===== config.mk =====
export PLATFORM = sky130hd
export DESIGN_NAME = bullet_phase_ctrl
export DESIGN_NICKNAME = d
export VERILOG_FILES = /design/src/rtl/bullet_pkg.sv /design/src/rtl/phase_timer.sv /design/src/rtl/bullet_phase_ctrl.sv
export SDC_FILE = /design/constraint.sdc
export NUM_CORES = 1
export LEC_CHECK = 0
export CORE_MARGIN = 1
export CORE_UTILIZATION = 25
export CTS_BUF_LIST = sky130_fd_sc_hd__clkbuf_8
export CTS_CLUSTER_DIAMETER = 50
export DETAILED_ROUTE_END_ITERATION = 7
export PLACE_DENSITY = 0.46
export SKIP_CTS_REPAIR_TIMING = 1
export SYNTH_ARGS = -nofsm -noshare
export SYNTH_HDL_FRONTEND = slang
export SYNTH_SLANG_ARGS = --single-unit

===== constraint.sdc =====
create_clock -name clk -period 2.1 [get_ports clk]
set_clock_uncertainty 0.15 [all_clocks]
set_input_delay 0.525 -clock clk [delete_from_list [all_inputs] [get_ports clk]]
set_output_delay 0.525 -clock clk [all_outputs]
set_load 0.01 [all_outputs]

===== src/rtl/bullet_pkg.sv =====
`default_nettype none
// ============================================================================
// Module  : bullet_pkg
// Brief   : Shared types and constants for the enemy bullet subsystem.
// Revision: 1.0 - initial release
// ============================================================================
package bullet_pkg;

    localparam int BULLET_IDX_W     = 3;
    localparam int BULLET_N_DEFAULT = 3;

    // 36-bit bullet word: {render, color[4:0], w[4:0], h[4:0], x[9:0], y[9:0]}
    localparam int BW_WIDTH      = 36;
    localparam int BW_Y_LSB      = 0;
    localparam int BW_Y_W        = 10;
    localparam int BW_X_LSB      = 10;
    localparam int BW_X_W        = 10;
    localparam int BW_H_LSB      = 20;
    localparam int BW_H_W        = 5;
    localparam int BW_W_LSB      = 25;
    localparam int BW_W_W        = 5;
    localparam int BW_COLOR_LSB  = 30;
    localparam int BW_COLOR_W    = 5;
    localparam int BW_RENDER_BIT = 35;

    typedef enum logic [2:0] {
        ST_IDLE   = 3'd0,
        ST_LOAD   = 3'd1,
        ST_RUN    = 3'd2,
        ST_SCAN   = 3'd3,
        ST_COMMIT = 3'd4,
        ST_FINISH = 3'd5
    } phase_state_t;

    function automatic logic [3:0] sat_inc4(input logic [3:0] v);
        return (v == 4'hF) ? v : v + 4'd1;
    endfunction

endpackage
`default_nettype wire


===== src/rtl/phase_timer.sv =====
`default_nettype none
// ============================================================================
// Module  : phase_timer
// Brief   : Frame and movement-divider counters; flags step_due / timeout.
// Revision: 1.0 - initial release
// ============================================================================
module phase_timer #(
    parameter int MOVE_DIV     = 2,
    parameter int PHASE_FRAMES = 300
) (
    input  logic clk,
    input  logic reset,
    input  logic clear,
    input  logic count_en,
    input  logic tick,
    input  logic step_ack,
    output logic step_due,
    output logic timeout
);

    localparam int c_div_w = $clog2(MOVE_DIV + 1);

    logic [15:0]        r_frame_cnt;
    logic [c_div_w-1:0] r_div_cnt;
    logic               r_pending;
    logic               r_timeout;

    logic w_tick_en;
    logic w_div_wrap;
    logic w_frame_end;

    assign w_tick_en   = count_en & tick;
    assign w_div_wrap  = (r_div_cnt == c_div_w'(MOVE_DIV - 1));
    assign w_frame_end = (r_frame_cnt == 16'(PHASE_FRAMES - 1));

    // Both flags are live in the tick cycle and latched so that ticks seen
    // while the FSM is busy scanning are acted on later.
    assign step_due = r_pending | (w_tick_en & w_div_wrap);
    assign timeout  = r_timeout | (w_tick_en & w_frame_end);

    always_ff @(posedge clk or posedge reset) begin
        if (reset) begin
            r_frame_cnt <= '0;
            r_div_cnt   <= '0;
            r_pending   <= 1'b0;
            r_timeout   <= 1'b0;
        end else if (clear) begin
            r_frame_cnt <= '0;
            r_div_cnt   <= '0;
            r_pending   <= 1'b0;
            r_timeout   <= 1'b0;
        end else begin
            if (w_tick_en) begin
                if (r_frame_cnt != 16'hFFFF) begin
                    r_frame_cnt <= r_frame_cnt + 16'd1;
                end
                if (w_frame_end) begin
                    r_timeout <= 1'b1;
                end
                r_div_cnt <= w_div_wrap ? '0 : r_div_cnt + c_div_w'(1);
            end
            r_pending <= step_due & ~step_ack;
        end
    end

endmodule
`default_nettype wire


===== src/rtl/bullet_phase_ctrl.sv =====
`default_nettype none
// ============================================================================
// Module  : bullet_phase_ctrl
// Brief   : Sequences one enemy attack phase: load, move, collide, commit.
// Revision: 1.0 - initial release
// ============================================================================
module bullet_phase_ctrl
    import bullet_pkg::*;
#(
    parameter int N_BULLETS    = BULLET_N_DEFAULT,
    parameter int IDX_W        = BULLET_IDX_W,
    parameter int MOVE_DIV     = 2,
    parameter int PHASE_FRAMES = 300
) (
    input  logic             clk,
    input  logic             reset,
    input  logic             start,
    input  logic             frame_tick,
    input  logic             hit,
    output logic             is_run,
    output logic             step,
    output logic [IDX_W-1:0] scan_index,
    output logic             scan_valid,
    output logic [IDX_W-1:0] alive_mask,
    output logic             commit,
    output logic [3:0]       hit_count,
    output logic             busy,
    output logic             done
);

    localparam logic [IDX_W-1:0] c_full_mask = IDX_W'((1 << N_BULLETS) - 1);
    localparam logic [IDX_W-1:0] c_last_idx  = IDX_W'(N_BULLETS - 1);

    phase_state_t     r_state;
    logic             r_is_run;
    logic             r_step;
    logic [IDX_W-1:0] r_scan_index;
    logic             r_scan_valid;
    logic [IDX_W-1:0] r_alive_mask;
    logic             r_commit;
    logic [3:0]       r_hit_count;
    logic             r_busy;
    logic             r_done;

    logic             w_step_due;
    logic             w_timeout;
    logic             w_step_ack;
    logic             w_count_en;
    logic             w_clear;
    logic [IDX_W-1:0] w_slot;
    logic             w_slot_live;

    assign w_clear    = (r_state == ST_LOAD);
    assign w_count_en = (r_state == ST_RUN) || (r_state == ST_SCAN) ||
                        (r_state == ST_COMMIT);

    // A step is taken either from RUN or on the way out of COMMIT (deferred).
    assign w_step_ack = w_step_due & ~w_timeout &
                        (((r_state == ST_RUN) & ~r_step) |
                         ((r_state == ST_COMMIT) & (r_alive_mask != '0)));

    assign w_slot      = IDX_W'(1) << r_scan_index;
    assign w_slot_live = |(r_alive_mask & w_slot);

    phase_timer #(
        .MOVE_DIV     (MOVE_DIV),
        .PHASE_FRAMES (PHASE_FRAMES)
    ) u_timer (
        .clk      (clk),
        .reset    (reset),
        .clear    (w_clear),
        .count_en (w_count_en),
        .tick     (frame_tick),
        .step_ack (w_step_ack),
        .step_due (w_step_due),
        .timeout  (w_timeout)
    );

    always_ff @(posedge clk or posedge reset) begin
        if (reset) begin
            r_state      <= ST_IDLE;
            r_is_run     <= 1'b0;
            r_step       <= 1'b0;
            r_scan_index <= '0;
            r_scan_valid <= 1'b0;
            r_alive_mask <= c_full_mask;
            r_commit     <= 1'b0;
            r_hit_count  <= '0;
            r_busy       <= 1'b0;
            r_done       <= 1'b0;
        end else begin
            r_step   <= 1'b0;
            r_commit <= 1'b0;
            r_done   <= 1'b0;
            case (r_state)
                ST_IDLE: begin
                    if (start) begin
                        r_state      <= ST_LOAD;
                        r_busy       <= 1'b1;
                        r_hit_count  <= '0;
                        r_alive_mask <= c_full_mask;
                    end
                end
                ST_LOAD: begin
                    r_state  <= ST_RUN;
                    r_is_run <= 1'b1;
                end
                ST_RUN: begin
                    // The step pulse cycle always proceeds into its scan.
                    if (r_step) begin
                        r_state      <= ST_SCAN;
                        r_scan_valid <= 1'b1;
                        r_scan_index <= '0;
                    end else if (w_timeout) begin
                        r_state <= ST_FINISH;
                        r_done  <= 1'b1;
                    end else if (w_step_due) begin
                        r_step <= 1'b1;
                    end
                end
                ST_SCAN: begin
                    if (hit && w_slot_live) begin
                        r_alive_mask <= r_alive_mask & ~w_slot;
                        r_hit_count  <= sat_inc4(r_hit_count);
                    end
                    if (r_scan_index == c_last_idx) begin
                        r_state      <= ST_COMMIT;
                        r_scan_valid <= 1'b0;
                        r_scan_index <= '0;
                        r_commit     <= 1'b1;
                    end else begin
                        r_scan_index <= r_scan_index + IDX_W'(1);
                    end
                end
                ST_COMMIT: begin
                    if ((r_alive_mask == '0) || w_timeout) begin
                        r_state <= ST_FINISH;
                        r_done  <= 1'b1;
                    end else begin
                        r_state <= ST_RUN;
                        r_step  <= w_step_due;
                    end
                end
                ST_FINISH: begin
                    r_state  <= ST_IDLE;
                    r_is_run <= 1'b0;
                    r_busy   <= 1'b0;
                end
                default: begin
                    r_state <= ST_IDLE;
                end
            endcase
        end
    end

    assign is_run     = r_is_run;
    assign step       = r_step;
    assign scan_index = r_scan_index;
    assign scan_valid = r_scan_valid;
    assign alive_mask = r_alive_mask;
    assign commit     = r_commit;
    assign hit_count  = r_hit_count;
    assign busy       = r_busy;
    assign done       = r_done;

endmodule
`default_nettype wire


==> summary.txt <==
Placed design
  – Area post-placement: 2650 µm²
  – RePlAce Congestion: 0.792
  – Setup WS pre-CTS: -0.155 ns
  – IO buf count: 20
  – DP Wirelength: 3810 µm

Synthesis
  – Synth warnings: 0
  – Seq/Total Area, Yosys: 45.9%
  – Cells after Synth: 224
  – Post-synth ARST share: 100%
  – Post-synth EDFFs: 0
  – Syn avg cell area: 9.53 µm²
  – Yosys cell types: 55
  – Mapped Nets: 231
  – Post-synth design cell area: 2140 µm²
  – Yosys reg bits: 39
  – Ys flop type: dfrtp_1

Die
  – Core region area: 8260 µm²
  – Row count: 33
  – Initial cell density of the core: 25.9%
  – Top Ports: 21
  – DIE HEIGHT: 94.4 µm
  – Die W: 94.4 µm
  – Full die area: 8920 µm²

Clocking
  – Clock Pin Slew Worst Setup and Hold Paths: 0.08 ns
  – CTS Buf Count: 5
  – Worst-Skew Late Latency: 0.30 ns
  – Root buffer cell: clkbuf_8
  – CTS tree: done
  – CTS max path bufs: 2
  – Number of H-tree levels: 2
  – Clock sink count: 39

Worst setup path
  – Startpoint types: flop
  – WP buf/inv: 1
  – Delay-heaviest family, CP: buffers and inverters
  – Critical path fanouts, max: 8
  – Critical Path Max Stage Delay: 0.58 ns
  – R2R depth: 6
  – R2R Path End: step
  – CP Capture Type: output port
  – Crit Path Category: reg2out
  – Crit Reg-Reg Startpoint: r_state[1]
  – Worst path arrival time: 1.35 ns
  – Crit path max-delay cell type: clkdlybuf4s50_1
  – CP Cell Sequence: clkdlybuf4s50_1
  – FF-to-FF setup slack: 0.12 ns
  – CP Data Required Time: 1.42 ns

Timing
  – RSZ-0062 raised after global routing: no
  – Final Hold Vio Count: 0
  – Final setup violation count: 0
  – Max Transition Viols Final: 0
  – Setup ws final: 0.0728 ns
  – Fin crit period: 2.03 ns
  – Period utilisation layout: 96.5%
  – Min Hold Slack: 0.367 ns
  – Setup_tns: 0 ns
  – Fmax: 0.493 GHz
  – Worst rel slew slack: 70.5%
  – Slew @ Worst Pin: 0.442 ns

Drt
  – Routed wire per std cell: 14.7 µm
  – Pre-antenna DRT Iters: 4
  – Via density: 5.06
  – WL final: 5520 µm
  – Final ANT Viol Nets: 0
  – Vias: 1901
  – Remaining DRCs: 0
  – Initial DRC Count: 123

GRT
  – Number of global-route vias before repair: 1789
  – Antenna violations before repair: 0
  – Largest net degree at the start of global routing: 40
  – Total congestion overflow: 0
  – First-pass GRT wire length: 9130 µm
  – Total Routing Usage GR: 13.5%

Power
  – PD cells: 1120 nW/µm²
  – Peak VDD IR: 0.312 mV
  – LEAKAGE: 1.18 nW

Worst hold path
  – Worst min path class: reg2reg
  – Hold depth: 1
  – Worst Hold End: u_timer.r_frame_cnt[0]
  – Hold Path Origin: u_timer.r_frame_cnt[0]

Cells and area
  – Nets: 277
  – Antenna Cells: 0
  – Proportion of layout cells with a drive suffix above 1: 20.3%
  – Layout Utilization: 33.7%
  – Design Area, Final: 2790 µm²
  – P&R area growth vs syn: 30.4%

Status
  – Outcome: completed

Job
  – Max Cap Viol: 0
-- state kept, by name, summed over array words and instances (netlist names) --
register / cells
hit_count: 4
commit: 1
scan_valid: 1
u_timer.r_frame_cnt: 16
is_run: 1
busy: 1
u_timer.r_pending: 1
u_timer.r_div_cnt: 2
scan_index: 3
done: 1
alive_mask: 3
step: 1
u_timer.r_timeout: 1
r_state: 3
-- cell families (layout without fill, tap and decap cells) --
kind of cell	count (synthesis)	count (layout)	synth area share (%)
AO/OA/AOI/OAI	63	63	20.0
flip-flops	39	39	45.9
XOR/XNOR	1	1	0.410
multiplexers	8	8	3.87
AND/OR/NAND/NOR	95	95	25.6
adder cells (fa/ha/maj)	2	2	1.17
buffers and inverters	16	63	3.11
-- cells in the final DEF, fill, tap and decap left out, drive strengths merged, types with 2 or more instances in the layout --
cell	count
o31ai	7
or2	3
clkdlybuf4s50	17
buf	27
o211a	2
dfrtp	36
nor3	12
nand4	2
a31oi	3
mux2	2
clkbuf	7
dfstp	3
o21ai	13
o211ai	3
nor3b	4
dlymetal6s2s	3
mux2i	6
nand2b	2
nor4b	2
and3	4
inv	9
or4	7
nand2	24
or3	2
ha	2
nand3b	2
a21oi	15
nor2b	9
nor4	3
o41ai	3
nand3	5
a21o	4
nor2	9
-- per-layer routing --
layer / GRT usage, % / up-vias / routed length (µm)
li1: - / 934 / -
met2: 20.5 / 34 / 2440
met1: 19.0 / 926 / 2870
met5: 0 / - / 0
met3: 2.66 / 7 / 129
met4: 4.62 / 0 / 82
-- stage by stage --
| step | std cells | total power [mW] |
|---|---|---|
| finish | 376 | 3.13 |
| global route | 376 | 3.37 |
| CTS | 376 | 3.13 |
| detailed placement | 368 | 2.54 |
| global placement | 368 | 2.54 |
| floorplan | 224 | 1.94 |
-- power breakdown --
group          total, mW  switching, mW  internal (mW)  leakage, nW
sequential          1.19          0.228          0.961        0.499
combinational       1.37          0.695          0.671        0.627
clock              0.573          0.278          0.295       0.0557
-- Yosys cell counts (all sizes together) (3+ instances only) --
master | number | area [µm²]
nor2 | 9 | 33.8
mux2i | 6 | 60.1
o211ai | 3 | 27.5
o41ai | 3 | 26.3
nor3 | 12 | 60.1
nand2 | 24 | 90.1
or2 | 3 | 18.8
o31ai | 7 | 52.6
a21o | 4 | 30.0
clkbuf | 5 | 18.8
o21ai | 13 | 65.1
buf | 3 | 17.5
nand3 | 5 | 25.0
and3 | 4 | 25.0
nor4 | 3 | 18.8
inv | 8 | 30.0
dfrtp | 36 | 901
dfstp | 3 | 78.8
a21oi | 15 | 75.1
nor2b | 9 | 56.3
nor3b | 4 | 35.0
or4 | 7 | 52.6
a31oi | 3 | 18.8
-- worst max path at each step --
stage,depth (start not counted),slack (ns),to,start
2_1_floorplan,4,0.24,u_timer.r_frame_cnt[9],r_state[0]
3_3_place_gp,4,-0.13,u_timer.r_frame_cnt[11],frame_tick
3_5_place_dp,4,-0.15,u_timer.r_frame_cnt[11],frame_tick
4_1_cts,1,0.001,alive_mask[1],alive_mask[1]
5_1_grt,6,0.003,step,r_state[1]
6_report,1,0.07,scan_index[1],scan_index[1]
-- area by class of cell --
| class | count | area [µm²] |
|---|---|---|
| Clock buffer | 7 | 96.3 |
| Clock inverter | 1 | 3.75 |
| Fill cell | 868 | 5470 |
| Inverter | 8 | 30.0 |
| Multi-Input combinational cell | 169 | 1120 |
| Sequential cell | 39 | 983 |
| Tap cell | 105 | 131 |
| Timing Repair Buffer | 47 | 423 |
Power figures use the tool's default switching activity.
